## config.mk

```make
export PLATFORM = sky130hd
export DESIGN_NAME = weight_matrix_streamer
export DESIGN_NICKNAME = d
export VERILOG_FILES = /design/src/rtl/weight_matrix_streamer.sv
export SDC_FILE = /design/constraint.sdc
export NUM_CORES = 1
export LEC_CHECK = 0
export CORE_ASPECT_RATIO = 2
export CORE_UTILIZATION = 50
export DETAILED_ROUTE_END_ITERATION = 10
export GPL_ROUTABILITY_DRIVEN = 0
export PLACE_DENSITY = 0.78
export SKIP_CTS_REPAIR_TIMING = 1
export SLEW_MARGIN = 40
export SYNTH_ARGS = -nofsm -noshare
export SYNTH_HDL_FRONTEND = slang
export SYNTH_SLANG_ARGS = --single-unit
```

## constraint.sdc

```tcl
create_clock -name clk -period 3.1 [get_ports clk]
set_input_delay 0.62 -clock clk [delete_from_list [all_inputs] [get_ports clk]]
set_output_delay 0.62 -clock clk [all_outputs]
set_load 0.01 [all_outputs]
```

## src/rtl/weight_matrix_streamer.sv

```systemverilog
// weight_matrix_streamer
//   Snapshots an N_ROWS x N_COLUMNS matrix of WIDTH-bit elements on start_i and
//   serialises it one element per valid/ready beat, row-major or column-major.
//
// Ports
//   clk          clock, rising edge
//   rst          synchronous active-high reset
//   start_i      capture matrix_i / col_major_i and begin streaming (IDLE or DONE only)
//   col_major_i  0 = row-major order, 1 = column-major order
//   matrix_i     packed [N_ROWS-1:0][N_COLUMNS-1:0][WIDTH-1:0] source matrix
//   busy_o       streaming in progress
//   data_o       current element
//   row_o/col_o  indices of data_o
//   valid_o      beat valid
//   ready_i      sink accepts beat
//   eol_o        last element of the current row (row-major) / column (column-major)
//   last_o       final element of the matrix
//   done_o       one-cycle pulse after the final beat is accepted
module weight_matrix_streamer #(
    parameter int unsigned N_ROWS    = 4,
    parameter int unsigned N_COLUMNS = 4,
    parameter int unsigned WIDTH     = 8,
    localparam int unsigned RW = (N_ROWS > 1) ? $clog2(N_ROWS) : 1,
    localparam int unsigned CW = (N_COLUMNS > 1) ? $clog2(N_COLUMNS) : 1
) (
    input  logic                                         clk,
    input  logic                                         rst,
    input  logic                                         start_i,
    input  logic                                         col_major_i,
    input  logic [N_ROWS-1:0][N_COLUMNS-1:0][WIDTH-1:0]  matrix_i,
    output logic                                         busy_o,
    output logic [WIDTH-1:0]                             data_o,
    output logic [RW-1:0]                                row_o,
    output logic [CW-1:0]                                col_o,
    output logic                                         valid_o,
    input  logic                                         ready_i,
    output logic                                         eol_o,
    output logic                                         last_o,
    output logic                                         done_o
);

    typedef enum logic [1:0] {StIdle, StStream, StDone} state_e;
    typedef logic [N_ROWS-1:0][N_COLUMNS-1:0][WIDTH-1:0] matrix_t;

    localparam logic [RW-1:0] RowLast = RW'(N_ROWS - 1);
    localparam logic [CW-1:0] ColLast = CW'(N_COLUMNS - 1);

    state_e           state_q, state_d;
    matrix_t          shadow_q, shadow_d;
    logic             col_major_q, col_major_d;
    logic [RW-1:0]    row_q, row_d;
    logic [CW-1:0]    col_q, col_d;
    logic [WIDTH-1:0] data_q, data_d;
    logic             valid_q, valid_d;
    logic             eol_q, eol_d;
    logic             last_q, last_d;
    logic             done_q, done_d;
    logic             handshake;
    logic             row_wrap;
    logic             col_wrap;
    logic             streaming_d;

    always_comb begin
        state_d     = state_q;
        shadow_d    = shadow_q;
        col_major_d = col_major_q;
        row_d       = row_q;
        col_d       = col_q;
        handshake   = valid_q & ready_i;
        row_wrap    = (row_q == RowLast);
        col_wrap    = (col_q == ColLast);

        unique case (state_q)
            StIdle, StDone: begin
                if (start_i) begin
                    shadow_d    = matrix_i;
                    col_major_d = col_major_i;
                    row_d       = '0;
                    col_d       = '0;
                    state_d     = StStream;
                end else begin
                    state_d = StIdle;
                end
            end
            StStream: begin
                if (handshake) begin
                    if (row_wrap && col_wrap) begin
                        // Park indices at zero so idle outputs read as zero.
                        row_d   = '0;
                        col_d   = '0;
                        state_d = StDone;
                    end else if (!col_major_q) begin
                        if (col_wrap) begin
                            col_d = '0;
                            row_d = row_q + 1'b1;
                        end else begin
                            col_d = col_q + 1'b1;
                        end
                    end else begin
                        if (row_wrap) begin
                            row_d = '0;
                            col_d = col_q + 1'b1;
                        end else begin
                            row_d = row_q + 1'b1;
                        end
                    end
                end
            end
            default: state_d = StIdle;
        endcase

        // Output registers are loaded from next-state so every output is a flop.
        streaming_d = (state_d == StStream);
        valid_d     = streaming_d;
        data_d      = streaming_d ? shadow_d[row_d][col_d] : '0;
        eol_d       = streaming_d & (col_major_d ? (row_d == RowLast) : (col_d == ColLast));
        last_d      = streaming_d & (row_d == RowLast) & (col_d == ColLast);
        done_d      = (state_d == StDone);
    end

    always_ff @(posedge clk) begin
        if (rst) begin
            state_q     <= StIdle;
            shadow_q    <= '0;
            col_major_q <= 1'b0;
            row_q       <= '0;
            col_q       <= '0;
            data_q      <= '0;
            valid_q     <= 1'b0;
            eol_q       <= 1'b0;
            last_q      <= 1'b0;
            done_q      <= 1'b0;
        end else begin
            state_q     <= state_d;
            shadow_q    <= shadow_d;
            col_major_q <= col_major_d;
            row_q       <= row_d;
            col_q       <= col_d;
            data_q      <= data_d;
            valid_q     <= valid_d;
            eol_q       <= eol_d;
            last_q      <= last_d;
            done_q      <= done_d;
        end
    end

    assign busy_o  = valid_q;
    assign valid_o = valid_q;
    assign data_o  = data_q;
    assign row_o   = row_q;
    assign col_o   = col_q;
    assign eol_o   = eol_q;
    assign last_o  = last_q;
    assign done_o  = done_q;

endmodule

```

==> out/qor.txt <==
Status: finished, final reports clean
Startpoint Class: primary input
Post-route insts no fill: 904
Routed Antenna Nets: 0
RSZ-0062 raised after global routing: no
CP Max Fanout: 5
Slowest cell on crit path: clkdlybuf4s50_1
Crit path capture type: flop
Peak VDD IR: 0.000441 V
Deepest clock path buffer count: 2
Async SR Flop Fraction: 0
Synthesized net count: 736
Simple-gate portion of the synthesized area: 0.113
CP top delay family: compound AO/OA/AOI/OAI gates
Vias per cell: 5.48
GRT Residual Overflow: 0
Post-Synth Adder-Cell Area: 0.00591
Fmax: 363 MHz
Main combinational cell family by area after synthesis: multiplexers
Most used cell, CP: a221oi_1
Clock Sinks: 147
Vias in the first global route: 5193
CTS tree: built
Final hold violations: 0
DRC: 0
Yosys top cell by area: dfxtp_1
Die H: 161 um
CP Cell Sequence: clkdlybuf4s50_1 > nand4b_1 > a221oi_1 > o22ai_1 > nor3_2 > a22o_1 > a221oi_1 > buf_4 > a21oi_1
Worst path required time: 3430 ps
Final wirelength: 16500 um
Most common cell after layout, fill and taps aside: mux2i_1
Pwr dens: 557 nW/um2
Final Cell Area: 8610 um2
Min-Delay Path Class: flop to flop
Area Overhead vs Synth: 35.4%
Utilization after layout: 0.702
DR vias: 4956
Largest net degree at the start of global routing: 52
Worst r2r path cells: 10
Post-Route Setup TNS: 0 ps
Synth unique cells: 43
Post-Syn Area: 6350 um2
Area of the core: 12300 um2
GRT Total Usage: 0.260
Buf+Inv Stages, Crit Path: 2
Sequential area share after synthesis: 0.463
Fin. max-slew vios: 0
Xor and xnor area share after synthesis: 0
Highest-count cells in the layout ignoring fill and taps: 178 x mux2i_1, 148 x clkdlybuf4s50_1, 147 x dfxtp_1
Initial core utilization: 0.518
HPWL Detailed: 12100 um
Synth top area cells: dfxtp_1 46%, mux2i_1 28%, nor2_1 8.0%
First-pass GRT wire length: 25700 um
CP max stage delay: 510 ps
Die ar.: 13200 um2
Post-synthesis compound-gate area fraction: 0.0620
Critical path depth: 9
Skew final: 8.36 ps
Worst-path clk slew: 60 ps
Post-synthesis mux area share: 0.315
Layout cell share with drive strength beyond 1: 0.0898
Hold-critical path depth: 2
Chip width: 81.7 um
Mapped Avg Cell Area: 10.6 um2
Drt initial violations: 232
Synth warnings: 0
Period utilization: 0.889
# rows: 57
Clk root buf: clkbuf_16
Flops & latches, synth: 147
Yosys top cell area share: 0.463
Relative slew slack: 0.637
CP Data Arrival Time: 3080 ps
Clk_lat worst skew: 420 ps
Lkg Pwr: 3.43 nW
Max Cap Viol: 0
Initial antenna violation count: 0
Number of enable flip-flop cells after synthesis: 0
Final nets: 881
Critical path class: primary input to flop
Ys flop type: dfxtp_1
Final number of setup-violating endpoints: 0
ANT cells: 0
TritonCTS buffer count: 17
Final min period: 2760 ps
Worst-Margin Slew: 541 ps
Post-Synthesis Cells: 600
Drt pass-1 iters: 5
Placed inst area: 8010 um2
Max H-tree Level: 4
IO Count: 150
# port buffers: 149
WL/cell: 18.3 um
Dpl cells: 873
[synth_stat cells (2+ instances only)]
master	number
a22o_1	8
a221oi_1	7
and2_1	2
buf_4	9
and3_1	2
dfxtp_1	147
nor3_2	4
nand3_1	4
mux4_2	7
mux2i_1	178
buf_1	2
ha_1	3
a21oi_1	8
nor2_1	135
clkbuf_1	17
a21o_1	7
o221ai_1	8
inv_1	3
nand2_1	6
nor2b_1	4
nor3_1	2
buf_6	2
mux2_2	2
nand2b_1	4
buf_2	10
nand4b_1	2
[state kept, by name, indices dropped and copies added (netlist names)]
register,flops
col_o,2
col_major_q,1
state_q,2
busy_o,1
data_o,8
shadow_q,128
row_o,2
done_o,1
last_o,1
eol_o,1
[worst min-delay path, cell delays in order (launching register included)]
cell and delay, ps:
dfxtp_1 310, mux2i_1 70, nor2_1 80
[area by class of cell]
type | count | area, um2
Tap cell | 147 | 184
Multi-Input combinational cell | 408 | 3160
Fill cell | 915 | 3660
Timing Repair Buffer | 168 | 1710
Clock inverter | 12 | 156
Inverter | 3 | 11.3
Clock buffer | 19 | 443
Sequential cell | 147 | 2940
[power by group]
part / leakage [nW] / total, W / internal, W / switching, W
registers: 1.21 / 0.00204 / 0.00201 / 0.0000368
logic: 1.93 / 0.000676 / 0.000359 / 0.000317
clock network: 0.294 / 0.00207 / 0.00129 / 0.000786
[per-layer routing]
layer	vias to the layer above	wire length, um	global-route usage
met1	2409	6320	0.276
li1	2401	-	-
met5	-	0	0
met2	122	9130	0.485
met3	24	726	0.0565
met4	0	350	0.0877
[cell families after synthesis]
| family | Yosys count |
|---|---|
| flip-flops | 147 |
| AO/OA/AOI/OAI | 48 |
| adder cells (fa/ha/maj) | 3 |
| multiplexers | 189 |
| AND/OR/NAND/NOR | 168 |
| buffers and inverters | 45 |
[through the flow]
stage / worst slack (ps) / hold slack, ps / total power [W]
6_report: 343 / 484 / 0.00479
5_1_grt: 157 / 513 / 0.00495
4_1_cts: 388 / 493 / 0.00481
3_5_place_dp: 12.5 / 478 / 0.00275
3_3_place_gp: 110 / 464 / 0.00273
2_1_floorplan: 768 / 449 / 0.00245
[final timing paths]
kind / to / slack (ps) / from
max: data_o[4]$_SDFF_PP0_ / 340 / ready_i
min: shadow_q[4]$_SDFF_PP0_ / 480 / shadow_q[4]$_SDFF_PP0_
max reg2reg: data_o[5]$_SDFF_PP0_ / 360 / col_o[0]$_SDFF_PP0_
min reg2reg: shadow_q[4]$_SDFF_PP0_ / 480 / shadow_q[4]$_SDFF_PP0_
No activity file was read; power rests on OpenSTA's default activity.
